<file path="src/rtl/debounce_pkg.sv">
// Shared types and 50 MHz default timing for the push-button debouncer.
// Long-press logic is built only with BUTTON_DEBOUNCER_LONGPRESS_EN.
package debounce_pkg;

  typedef enum logic [1:0] {
    IDLE         = 2'd0,
    PRESS_WAIT   = 2'd1,
    PRESSED      = 2'd2,
    RELEASE_WAIT = 2'd3
  } state_t;

  localparam int DEF_DEBOUNCE_CYCLES = 500000;
  localparam int DEF_LONG_CYCLES     = 50000000;

  function automatic int max_int(input int a, input int b);
    return (a > b) ? a : b;
  endfunction

endpackage

</file>
<file path="src/rtl/sync_ff2.sv">
// Two-flop synchronizer for a single asynchronous board input.
// Both flops reset to RST_VAL so a released pin looks idle out of reset.
module sync_ff2 #(
  parameter bit RST_VAL = 1'b0
) (
  input  logic clk,
  input  logic resetn,
  input  logic d,
  output logic q
);

  logic meta;

  always_ff @(posedge clk or negedge resetn) begin
    if (!resetn) begin
      meta <= RST_VAL;
      q    <= RST_VAL;
    end else begin
      meta <= d;
      q    <= meta;
    end
  end

endmodule

</file>
<file path="src/rtl/button_debouncer.sv">
// Debounced push-button: clean level plus press/release/long pulses.
// Long-press pulse is present only with BUTTON_DEBOUNCER_LONGPRESS_EN.
module button_debouncer
  import debounce_pkg::*;
#(
  parameter bit ACTIVE_LOW      = 1'b1,
  parameter int DEBOUNCE_CYCLES = DEF_DEBOUNCE_CYCLES,
  parameter int LONG_CYCLES     = DEF_LONG_CYCLES
) (
  input  logic clk,
  input  logic resetn,
  input  logic btn_raw,
  output logic btn_level,
  output logic btn_press,
  output logic btn_release,
  output logic btn_long
);

`ifdef BUTTON_DEBOUNCER_LONGPRESS_EN
  localparam int CNT_W = $clog2(max_int(DEBOUNCE_CYCLES, LONG_CYCLES));
`else
  localparam int CNT_W = $clog2(DEBOUNCE_CYCLES);
`endif
  localparam logic [CNT_W-1:0] DB_LAST = CNT_W'(DEBOUNCE_CYCLES - 1);

  logic             sync_q;
  logic             s;
  state_t           state, state_n;
  logic [CNT_W-1:0] cnt, cnt_n;
  logic             level_d, press_d, release_d;

  sync_ff2 #(
    .RST_VAL(ACTIVE_LOW)
  ) u_sync (
    .clk   (clk),
    .resetn(resetn),
    .d     (btn_raw),
    .q     (sync_q)
  );

  assign s = ACTIVE_LOW ? ~sync_q : sync_q;

  always_ff @(posedge clk or negedge resetn) begin
    if (!resetn) begin
      state       <= IDLE;
      cnt         <= '0;
      btn_level   <= 1'b0;
      btn_press   <= 1'b0;
      btn_release <= 1'b0;
    end else begin
      state       <= state_n;
      cnt         <= cnt_n;
      btn_level   <= level_d;
      btn_press   <= press_d;
      btn_release <= release_d;
    end
  end

  always_comb begin
    state_n = state;
    cnt_n   = cnt;
    unique case (state)
      IDLE: begin
        if (s) begin
          state_n = PRESS_WAIT;
          cnt_n   = '0;
        end
      end
      PRESS_WAIT: begin
        if (!s)                 state_n = IDLE;
        else if (cnt == DB_LAST) state_n = PRESSED;
        else                    cnt_n   = cnt + 1'b1;
      end
      PRESSED: begin
        if (!s) begin
          state_n = RELEASE_WAIT;
          cnt_n   = '0;
        end
      end
      RELEASE_WAIT: begin
        if (s)                  state_n = PRESSED;
        else if (cnt == DB_LAST) state_n = IDLE;
        else                    cnt_n   = cnt + 1'b1;
      end
    endcase
  end

  always_comb begin
    press_d   = (state == PRESS_WAIT) && (state_n == PRESSED);
    release_d = (state == RELEASE_WAIT) && (state_n == IDLE);
    level_d   = (state_n == PRESSED) || (state_n == RELEASE_WAIT);
  end

`ifdef BUTTON_DEBOUNCER_LONGPRESS_EN
  localparam logic [CNT_W-1:0] LONG_LAST = CNT_W'(LONG_CYCLES - 1);

  logic [CNT_W-1:0] lcnt;
  logic             ldone;
  logic             held;
  logic             long_d;

  assign held   = (state == PRESSED) || (state == RELEASE_WAIT);
  // a release edge wins so the three pulses never coincide
  assign long_d = held && !release_d && !ldone && (lcnt == LONG_LAST);

  always_ff @(posedge clk or negedge resetn) begin
    if (!resetn) begin
      lcnt     <= '0;
      ldone    <= 1'b0;
      btn_long <= 1'b0;
    end else begin
      btn_long <= long_d;
      if (press_d) begin
        lcnt  <= '0;
        ldone <= 1'b0;
      end else if (held) begin
        if (lcnt != LONG_LAST) lcnt <= lcnt + 1'b1;
        if (long_d)            ldone <= 1'b1;
      end
    end
  end
`else
  assign btn_long = 1'b0;
`endif

endmodule

</file>
<file path="config.mk">
export PLATFORM = sky130hd
export DESIGN_NAME = button_debouncer
export DESIGN_NICKNAME = d
export VERILOG_FILES = /design/src/rtl/debounce_pkg.sv /design/src/rtl/sync_ff2.sv /design/src/rtl/button_debouncer.sv
export SDC_FILE = /design/constraint.sdc
export NUM_CORES = 1
export LEC_CHECK = 0
export ABC_CLOCK_PERIOD_IN_PS = 3200
export BUFFER_PORTS_ARGS = -buffer_cell sky130_fd_sc_hd__buf_2
export CAP_MARGIN = 10
export CELL_PAD_IN_SITES_DETAIL_PLACEMENT = 1
export CELL_PAD_IN_SITES_GLOBAL_PLACEMENT = 1
export CORE_MARGIN = 2
export CORE_UTILIZATION = 50
export CTS_CLUSTER_SIZE = 24
export DETAILED_ROUTE_END_ITERATION = 8
export HOLD_SLACK_MARGIN = 0.15
export PLACE_DENSITY_LB_ADDON = 0.1
export SLEW_MARGIN = 20
export SYNTH_ARGS = -nofsm -noshare
export SYNTH_HDL_FRONTEND = slang
export SYNTH_SLANG_ARGS = --single-unit
</file>
<file path="constraint.sdc">
create_clock -name clk -period 3.2 [get_ports clk]
set_clock_uncertainty 0.15 [all_clocks]
set_input_delay 0.16 -clock clk [delete_from_list [all_inputs] [get_ports clk]]
set_output_delay 0.16 -clock clk [all_outputs]
set_load 0.01 [all_outputs]
</file>
## Yosys cells after proc, flatten, opt, wreduce, memory -nomap -nowiden

Index checks and enable logic that the tools add are counted.

| operators by class | value |
|---|---|
| reductions and logical operators | 6 |
| equal/unequal tests | 10 |
| multiplexer cells | 13 |
| $add $sub $neg | 1 |

Operators with widths:

| kind | count |
|---|---|
| 19-bit 2-to-1 mux | 5 |
| 19-bit one-hot mux with 4 select lines | 1 |
| 19-bit by 1-bit adder with 19-bit output, second input constant | 1 |
| 19-bit == test, second input constant | 1 |
| 2-bit 2-to-1 mux | 6 |
| 2-bit == test, second input constant | 4 |
| 2-bit one-hot mux with 4 select lines | 1 |
| 2-bit zero test | 2 |
| 2-bit by 1-bit inequality test with 1-bit output, second input constant | 2 |
| 2-bit inequality test, second input constant | 2 |
| 4-bit AND reduction | 1 |
| 2-bit by 1-bit == test with 1-bit output, second input constant | 1 |
| 1-bit logical AND | 2 |
| 1-bit logical OR | 1 |

| word-level totals | value |
|---|---|
| register bits after elaboration | 26 |
| output and inout port bits | 4 |
| logic and storage cells | 37 |

## Logic depth before layout (Yosys ltp)

| depth | value |
|---|---|
| word-level depth | 6 |
| mapped depth | 7 |
| gate-level depth less buffers | 6 |

## Modules after synthesis

A second synthesis with hierarchy kept.

| second synthesis, totals | value |
|---|---|
| cells, all modules | 144 |
| area total of the unflattened synthesis | 1397.6 µm² |

By module, submodules not included:

| module | cells an instance | area each (µm²) | seq. area each (µm²) | times used |
|---|---|---|---|---|
| button_debouncer | 142 | 1345.0 | 575.6 | 1 |
| sync_ff2 | 2 | 52.6 | 52.6 | 1 |

## Least setup slack after synthesis

No wires, ideal clock.

| path | value |
|---|---|
| path kind | reg2reg |
| from | register cnt[0] |
| to | register cnt[16] |
| slack | 1442 ps |
| stages on the path, launching flop included | 7 |
| setup time | 126 ps |
| clock period less this slack | 1758 ps |
| arrival time | 1482 ps |
| buffers on the path | 0 |
| cells stage by stage | dfrtp_1 > ha_1 > nand4_4 > nor4_4 > a31oi_1 > o21ai_1 > o31ai_1 |

| between the ends | value |
|---|---|
| cells in the longest elaborated chain, start to end | 4 |
| elaborated cells between the ends (all ways) | 6 |
| those cells by class | add/sub: 1; eq/ne: 1; mux: 4 |

RTL lines:

| what | line | source |
|---|---|---|
| start, declared | button_debouncer.sv:29 | `logic [CNT_W-1:0] cnt, cnt_n;` |
| start signal, assigned | button_debouncer.sv:52 | `cnt <= cnt_n;` |
| 19-bit by 1-bit adder with 19-bit output / 19-bit == test (equally long branches) | n/a |  |
| 19-bit 2-to-1 mux * | button_debouncer.sv:71, button_debouncer.sv:82 |  |
| 19-bit 2-to-1 mux, on equally long branches | button_debouncer.sv:81, button_debouncer.sv:70 |  |
| 19-bit one-hot mux with 4 select lines * | button_debouncer.sv:62 | `unique case (state)` |

Every way passes the cells marked *; elsewhere a longest branch is shown, timed or not. The select of a mux whose other input is x is not followed.
A chain may end at the register's enable or synchronous reset.

## Final worst setup path

| path | value |
|---|---|
| from | register state[0] |
| to | register cnt[11] |

| between the ends | value |
|---|---|
| cells in the longest elaborated chain, start to end | 3 |
| elaborated cells between the ends (all ways) | 10 |
| those cells by class | eq/ne: 7; mux: 1; reduce/logical: 2 |

RTL lines:

| what | line | source |
|---|---|---|
| start, declared | button_debouncer.sv:28 | `state_t state, state_n;` |
| start signal, assigned | button_debouncer.sv:51 | `state <= state_n;` |
| 2-bit == test, or another cell as far along | button_debouncer.sv:62 |  |
| 2-bit by 1-bit inequality test with 1-bit output (no line) / 2-bit inequality test (equally long branches) | n/a |  |
| 4-bit AND reduction (no line) | n/a |  |

Several ways; a longest one is shown, not always the timed one.

==> metrics <==
Buffers on Ports=5; Power Internal=0.394 mW; Num CTS Buffers=3; Post-DP Area=0.00141 sq mm; Netlist cell types=45; Post-CTS Setup Bufs=0; GRT overflow=0; syn avg cell area=9.71 sq um; drt via density=6.44; Final Setup Violations=0; period utilisation layout=0.765; Routed WL=3310 um; Logic pwr share=0.089; Sw Share=0.275; dpl cells=172; GPL Wtd Cong=0.800; cell area after synthesis=0.00140 sq mm; Final nets=152; post-route cell area=0.00146 sq mm; die area=0.00323 sq mm; Synth Flop Type=dfrtp_1; average wire per standard cell=18.6 um; critical path startpoint category=flop; HP Class=in -> async; Fin. Hold Viols=0; Vias=1146; Total Power=0.543 mW; RSZ-0062 raised after global routing=no; clock root buffer=clkbuf_4; status=finished, final reports clean; most frequent cells in the layout=dfrtp_1, nand2_1, nand3_1, o21ai_1, o21ai_0; Die Y-Extent=56.9 um; Starting Density=0.516; Worst-Margin Slew=0.908 ns; final max-slew violation count=0; WL met3=47 um; Post-synth ARST share=1.00; setup tns final=0 ns; Worst slew margin=0.393; M1 wire length=1590 um; Synthesized Nets=148; Ports=7; LEAKAGE=0.626 nW; PostCTS Resize Cnt=0; WS Path Type=reg -> reg; CTS Sinks=25; layout cell share with drive strength beyond 1=0.143; CTS H-Tree Depth=1; GRT Overall Usage=0.233; Max VDD drop=0.252 mV; vias in the first global route=1140; first-pass GRT wire length=5730 um; Seq/Total Area, Yosys=0.449; initial antenna violation count=0; Synth Register Bits=25; initial DRC count=33; sequential share of power=0.648; met2 WL=1600 um; commonest non-fill, non-tap cell in the layout=dfrtp_1; Post-route DRC=0; Worst-path clk slew=0.13 ns; NetSw=0.149 mW; chip width=56.9 um; CTS tree=yes; Max FO, Critical Path=13; ANT nets after route=0; R2R depth=5; Finished Layout Cells=178; slack of the critical path=0.753 ns; pwr dens=372 mW/mm^2; Critical Path RT=3.27 ns; hpwl dp=2320 um; clock insertion delay at the later pin of the skew report=0.32 ns; drt pass-1 iters=4; min Tclk post-route=2.45 ns; Gate Count Post-Synth=144; DR top layer=met4; maxcap violations=0; area growth from synthesis to layout=4.48%; clock tree buffer depth=2; Clk network pwr share=0.263; number of synthesized flops with an enable pin=0; WP data arrival=2.52 ns; fmax=0.409 GHz; CP endpoint kind=flop; pin count of the biggest net entering global routing=26; Antenna diodes=0; yosys synthesis warning count=0; pre-CTS setup slack=0.862 ns; FP Rows=19; Core Footprint=0.00271 sq mm
repair_timing:
| action | 4_1_cts | 5_1_grt |
|---|---|---|
| hold buffers | 2 | 0 |
| endpoints found under the hold margin | 26 | 0 |
| endpoints found under the setup margin | 0 | 0 |
state kept, by name (all words and copies together), names as in the netlist:
signal and flops:
btn_level 1, state 1, btn_release 1, u_sync.q 1, u_sync.meta 1, btn_press 1, cnt 19
metal layers:
| layer | vias to the layer above | track usage |
|---|---|---|
| li1 | 546 | - |
| met1 | 582 | 0.315 |
| met2 | 11 | 0.385 |
| met3 | 7 | 0.0230 |
| met4 | 0 | 0.0930 |
| met5 | - | 0 |
per-stage QoR:
step,utilization,hold slack (ns)
finish,0.539,0.191
global route,0.539,0.222
CTS,0.539,0.201
detailed placement,0.521,0.0311
global placement,0.521,0.0240
floorplan,-,-0.286
cell families (layout without fill, tap and decap cells):
family                   Yosys count  in the layout  synth area share
XOR/XNOR                           2              2            0.0179
flip-flops                        25             25             0.449
other                              1              1           0.00268
AO/OA/AOI/OAI                     42             42             0.188
buffers and inverters             13             16            0.0483
AND/OR/NAND/NOR                   59             59             0.278
multiplexers                       1              1           0.00716
adder cells (fa/ha/maj)            1              1           0.00895
cells in the mapped netlist, drive strengths merged (3+ instances only):
cell type,instances,share of area
dfrtp,23,0.41
nand2,14,0.038
nand3,11,0.043
or3,3,0.013
buf,6,0.030
inv,5,0.013
nor3,3,0.014
nand4,8,0.051
a21oi,6,0.021
o41ai,3,0.019
a31oi,4,0.018
and3,3,0.013
o21ai,17,0.064
nor2,6,0.021
nor4b,3,0.023
o31ai,5,0.027
final cells by class:
class / instances / area (sq um)
clock buffer: 3 / 22.5
clock inverter: 1 / 5.00
fill: 315 / 1250
inverter: 5 / 18.8
multi-input combinational: 106 / 702
sequential: 25 / 628
tap: 31 / 38.8
timing repair buffer: 7 / 45.0
worst max-delay path: stages, from the launching register on:
cell      delay [ns]
dfrtp_1         0.67
nor4bb_1        0.31
nand4_1         0.18
o21bai_1        0.75
or3_1           0.21
o21ai_0         0.07
power groups by stage:
stage / Combinational [mW] / Clock [mW] / Sequential (mW)
3_3_place_gp: 0.0445 / 0 / 0.356
4_1_cts: 0.0494 / 0.150 / 0.352
3_5_place_dp: 0.0471 / 0 / 0.358
6_report: 0.0481 / 0.143 / 0.352
5_1_grt: 0.0569 / 0.158 / 0.354
2_1_floorplan: 0.0352 / 0 / 0.351
worst paths after layout:
check	startpoint	end	slack, ns
hold reg to reg	u_sync.meta	u_sync.q	0.22
setup reg to reg	state[0]	cnt[11]	0.75
setup / recovery	state[0]	cnt[11]	0.75
hold / removal	resetn	cnt[10]	0.19
min in group clk	u_sync.meta	u_sync.q	0.22
max in group asynchronous	resetn	u_sync.meta	2.34
Note: power is estimated with default switching activity, not from simulation.
